$ cat src/rtl/uart_tx_framer.sv
// 8N1 UART transmit framer with valid/ready byte intake and registered tx.
// Define UART_TX_FRAMER_PARITY_EN to insert an even-parity bit before stop.
module uart_tx_framer #(
  parameter int BAUD_DIV = 104
) (
  input  logic       clk,
  input  logic       rst,
  input  logic [7:0] data_in,
  input  logic       data_valid,
  output logic       data_ready,
  output logic       tx,
  output logic       busy
);

  localparam int CW = (BAUD_DIV > 1) ? $clog2(BAUD_DIV) : 1;
  localparam logic [CW-1:0] BAUD_LAST = CW'(BAUD_DIV - 1);

  typedef enum logic [2:0] {
    S_IDLE,
    S_START,
    S_DATA,
`ifdef UART_TX_FRAMER_PARITY_EN
    S_PARITY,
`endif
    S_STOP
  } state_t;

  state_t        state_q, state_d;
  logic [CW-1:0] baud_q, baud_d;
  logic [2:0]    bit_q, bit_d;
  logic [7:0]    hold_q, hold_d;
  logic          tx_q, tx_d;
  logic          bit_end;
  logic          accept;

  assign data_ready = (state_q == S_IDLE) & rst;
  assign busy       = (state_q != S_IDLE);
  assign tx         = tx_q;
  assign bit_end    = (baud_q == BAUD_LAST);
  assign accept     = data_valid & data_ready;

  // tx_d is computed for the state being entered so tx stays registered
  always_comb begin
    state_d = state_q;
    baud_d  = baud_q;
    bit_d   = bit_q;
    hold_d  = hold_q;
    tx_d    = tx_q;
    if (state_q != S_IDLE) begin
      baud_d = bit_end ? '0 : baud_q + CW'(1);
    end
    unique case (state_q)
      S_IDLE: begin
        baud_d = '0;
        tx_d   = 1'b1;
        if (accept) begin
          hold_d  = data_in;
          state_d = S_START;
          tx_d    = 1'b0;
        end
      end
      S_START: begin
        if (bit_end) begin
          state_d = S_DATA;
          bit_d   = 3'd0;
          tx_d    = hold_q[0];
        end
      end
      S_DATA: begin
        if (bit_end) begin
          if (bit_q == 3'd7) begin
            bit_d = 3'd0;
`ifdef UART_TX_FRAMER_PARITY_EN
            state_d = S_PARITY;
            tx_d    = ^hold_q;
`else
            state_d = S_STOP;
            tx_d    = 1'b1;
`endif
          end else begin
            bit_d = bit_q + 3'd1;
            tx_d  = hold_q[bit_q + 3'd1];
          end
        end
      end
`ifdef UART_TX_FRAMER_PARITY_EN
      S_PARITY: begin
        if (bit_end) begin
          state_d = S_STOP;
          tx_d    = 1'b1;
        end
      end
`endif
      S_STOP: begin
        if (bit_end) begin
          state_d = S_IDLE;
          tx_d    = 1'b1;
        end
      end
      default: begin
        state_d = S_IDLE;
        baud_d  = '0;
        bit_d   = 3'd0;
        tx_d    = 1'b1;
      end
    endcase
  end

  always_ff @(posedge clk) begin
    if (!rst) begin
      state_q <= S_IDLE;
      baud_q  <= '0;
      bit_q   <= 3'd0;
      hold_q  <= 8'h00;
      tx_q    <= 1'b1;
    end else begin
      state_q <= state_d;
      baud_q  <= baud_d;
      bit_q   <= bit_d;
      hold_q  <= hold_d;
      tx_q    <= tx_d;
    end
  end

endmodule

$ cat config.mk
export PLATFORM = sky130hd
export DESIGN_NAME = uart_tx_framer
export DESIGN_NICKNAME = d
export VERILOG_FILES = /design/src/rtl/uart_tx_framer.sv
export SDC_FILE = /design/constraint.sdc
export NUM_CORES = 1
export LEC_CHECK = 0
export CORE_UTILIZATION = 57
export CTS_BUF_LIST = sky130_fd_sc_hd__clkbuf_8 sky130_fd_sc_hd__clkbuf_16
export DETAILED_ROUTE_END_ITERATION = 12
export PLACE_DENSITY = 0.89
export SYNTH_ARGS = -nofsm -noshare
export SYNTH_HDL_FRONTEND = slang
export SYNTH_SLANG_ARGS = --single-unit
export TNS_END_PERCENT = 30
$ cat constraint.sdc
create_clock -name clk -period 4.01 [get_ports clk]
set_input_delay 0.802 -clock clk [delete_from_list [all_inputs] [get_ports clk]]
set_output_delay 0.802 -clock clk [all_outputs]
set_load 0.01 [all_outputs]
==> summary.md <==
| Metric | Value |
|---|---|
| WP data required | 3.21 ns |
| Net count, final | 154 |
| Storage element area | 420 um2 |
| Drt wl/cell | 14.6 um |
| # DRC | 0 |
| Clock sink total | 21 |
| Chip Height | 45.5 um |
| Largest net degree at the start of global routing | 17 |
| PortBufs | 13 |
| Largest area contributor in the netlist | dfxtp_1 |
| Switching Share | 0.384 |
| Multi-input gate area | 626 um2 |
| Pleak | 0.506 nW |
| DRT Pass-1 Iters | 4 |
| Die area | 2070 um2 |
| Clock share of power | 0.188 |
| Total grt overflow | 0 |
| Final HPWL DP | 1710 um |
| Max-slew headroom | 0.625 |
| Placement-stage worst setup slack | 0.939 ns |
| H-Tree Depth | 1 |
| Syn Nets | 139 |
| Vias in the first global route | 850 |
| Synthesized flop and latch total | 21 |
| EDFF count, synth | 0 |
| Chip width | 45.5 um |
| Clock buffer depth | 2 |
| Peak supply drop | 0.327 mV |
| Antenna-violating nets left | 0 |
| Pint | 0.438 mW |
| Gate power share | 0.447 |
| Worst setup SP type | input pin |
| Synth Flop Type | dfxtp_1 |
| Maximum net fanout on the critical path | 12 |
| Core Rows | 15 |
| Clock Latency Late Sink | 0.26 ns |
| Distinct cell type count after synthesis | 31 |
| # fillers | 144 |
| Commonest non-fill, non-tap cells in the layout | dfxtp_1 (21), a21oi_1 (14), clkdlybuf4s50_1 (13), nand2_1 (12), nand3_1 (11) |
| Setup bufs post-CTS | 0 |
| Register area share after synthesis | 0.389 |
| Diodes inserted | 0 |
| RSZ-0062 raised after global routing | false |
| Post-CTS Hold Fix Bufs | 0 |
| Seq pwr share | 0.364 |
| Share of the synthesized area in the top cell type | 0.389 |
| CP endpoint kind | output pin |
| Placer Congestion | 0.995 |
| Total CTS buffers | 3 |
| Core area | 1750 um2 |
| Minimum clock period after layout | 3.10 ns |
| Commonest non-fill, non-tap cell in the layout | dfxtp_1 |
| Period utilisation layout | 0.774 |
| Status | complete, no violations |
| Clock transition at path regs | 0.07 ns |
| Sw power | 0.274 mW |
| CTS resizes | 0 |
| Data arrival, critical path | 2.30 ns |
| Initial antenna violation count | 0 |
| Pwr dens | 558 nW/um2 |
| First-pass GRT wire length | 3840 um |
| Io pins | 14 |
| Share of layout cells above drive strength 1 | 0.0522 |
| Mean Syn Cell Area | 9.00 um2 |
| Final setup viols | 0 |
| Crit Path Category | in2out |
| Vias | 937 |
| All-Layer GR Usage | 0.262 |
| Slew @ Worst Pin | 0.562 ns |
| Synth area leaders | dfxtp_1 (39%), ha_1 (9.3%), a21oi_1 (6.5%) |
| Vias per Instance | 5.89 |
| Syn. warnings | 0 |
| Max Clk Rate | 0.322 GHz |
| Final Hold Vio Count | 0 |
| Wirelength, routed | 2320 um |
| Clock skew | 0.00287 ns |
| Ys async rst share | 0 |
| P&R area growth vs syn | 18.1% |
| Post-Syn Instances | 120 |
| Post-Syn Area | 1080 um2 |
| MaxCap Viol Count | 0 |
| Max-slew violations | 0 |
| CTS tree | yes |
| Initial drt markers | 20 |
| Effective utilization at floorplan | 0.619 |
| Final worst slack | 0.906 ns |
| Clock root buffer master | clkbuf_8 |
| Setup TNS | 0 ns |
| Hold Crit Class | reg2reg |
## cells in the mapped netlist (2+ instances only)
cell type and number:
a21oi_1 14, and2_1 3, clkbuf_1 3, dfxtp_1 21, ha_1 8, inv_1 6
mux2i_1 2, mux4_1 2, nand2_1 12, nand3_1 11, nand4_1 2, nor2_1 10
nor2b_1 2, o21ai_0 3, xnor2_1 2, xor2_1 4
## cells by family after synthesis
kind of cell	share of synthesized area
xor gates and xnor gates	0.0487
buffers and inverters	0.0313
adders and majority gates	0.0927
AOI/OAI and AO/OA	0.132
DFF	0.389
muxes	0.0776
and+or+nand+nor	0.228
## routing by layer
layer / vias up / track usage / part of all wire / wire [um]
met2: 22 / 0.417 / 0.49 / 1140
met1: 449 / 0.331 / 0.46 / 1060
met5: - / 0 / 0 / 0
li1: 458 / - / - / -
met4: 0 / 0.164 / 0.025 / 57
met3: 8 / 0.0357 / 0.028 / 66
## registers in the layout, summed over array words and instances, names as in the netlist
signal / flops
baud_q: 7
bit_q: 3
hold_q: 8
state_q: 2
tx: 1
## critical path, stage by stage
cell	delay, ns
clkdlybuf4s50_1	0.58
inv_1	0.24
nor2_1	0.14
clkdlybuf4s50_1	0.54
## final timing paths
check	startpoint	end	slack (ns)	cells past startpoint
worst max-delay path	rst	data_ready	0.91	4
worst min-delay path	hold_q[7]	hold_q[7]	0.46	2
worst max register to register	bit_q[0]	tx	2.04	5
worst min register to register	hold_q[7]	hold_q[7]	0.46	2
## power groups by stage
stage               registers (mW)  clock network, mW  logic [mW]
floorplan                    0.259                  0       0.220
global placement             0.261                  0       0.300
detailed placement           0.264                  0       0.311
CTS                          0.259              0.137       0.315
global route                 0.262              0.145       0.354
finish                       0.260              0.134       0.319
## per-stage QoR
step           hold WS, ns  std cells  instance area, um2   util  total power, mW
5_1_grt              0.481        159                1270  0.730            0.761
6_report             0.461        159                1270  0.730            0.712
4_1_cts              0.458        159                1270  0.730            0.710
3_5_place_dp         0.448        155                1230  0.705            0.575
2_1_floorplan        0.430        120                1080      -            0.479
3_3_place_gp         0.438        155                1230  0.705            0.561
## area by class of cell
class,instances,area share
clock buffers,3,0.0324
clock inverters,1,0.00294
inverters,6,0.0177
multi-input cells,90,0.491
flip-flops and latches,21,0.330
well taps,25,0.0245
repair buffers,13,0.102
Power figures use the tool's default switching activity.
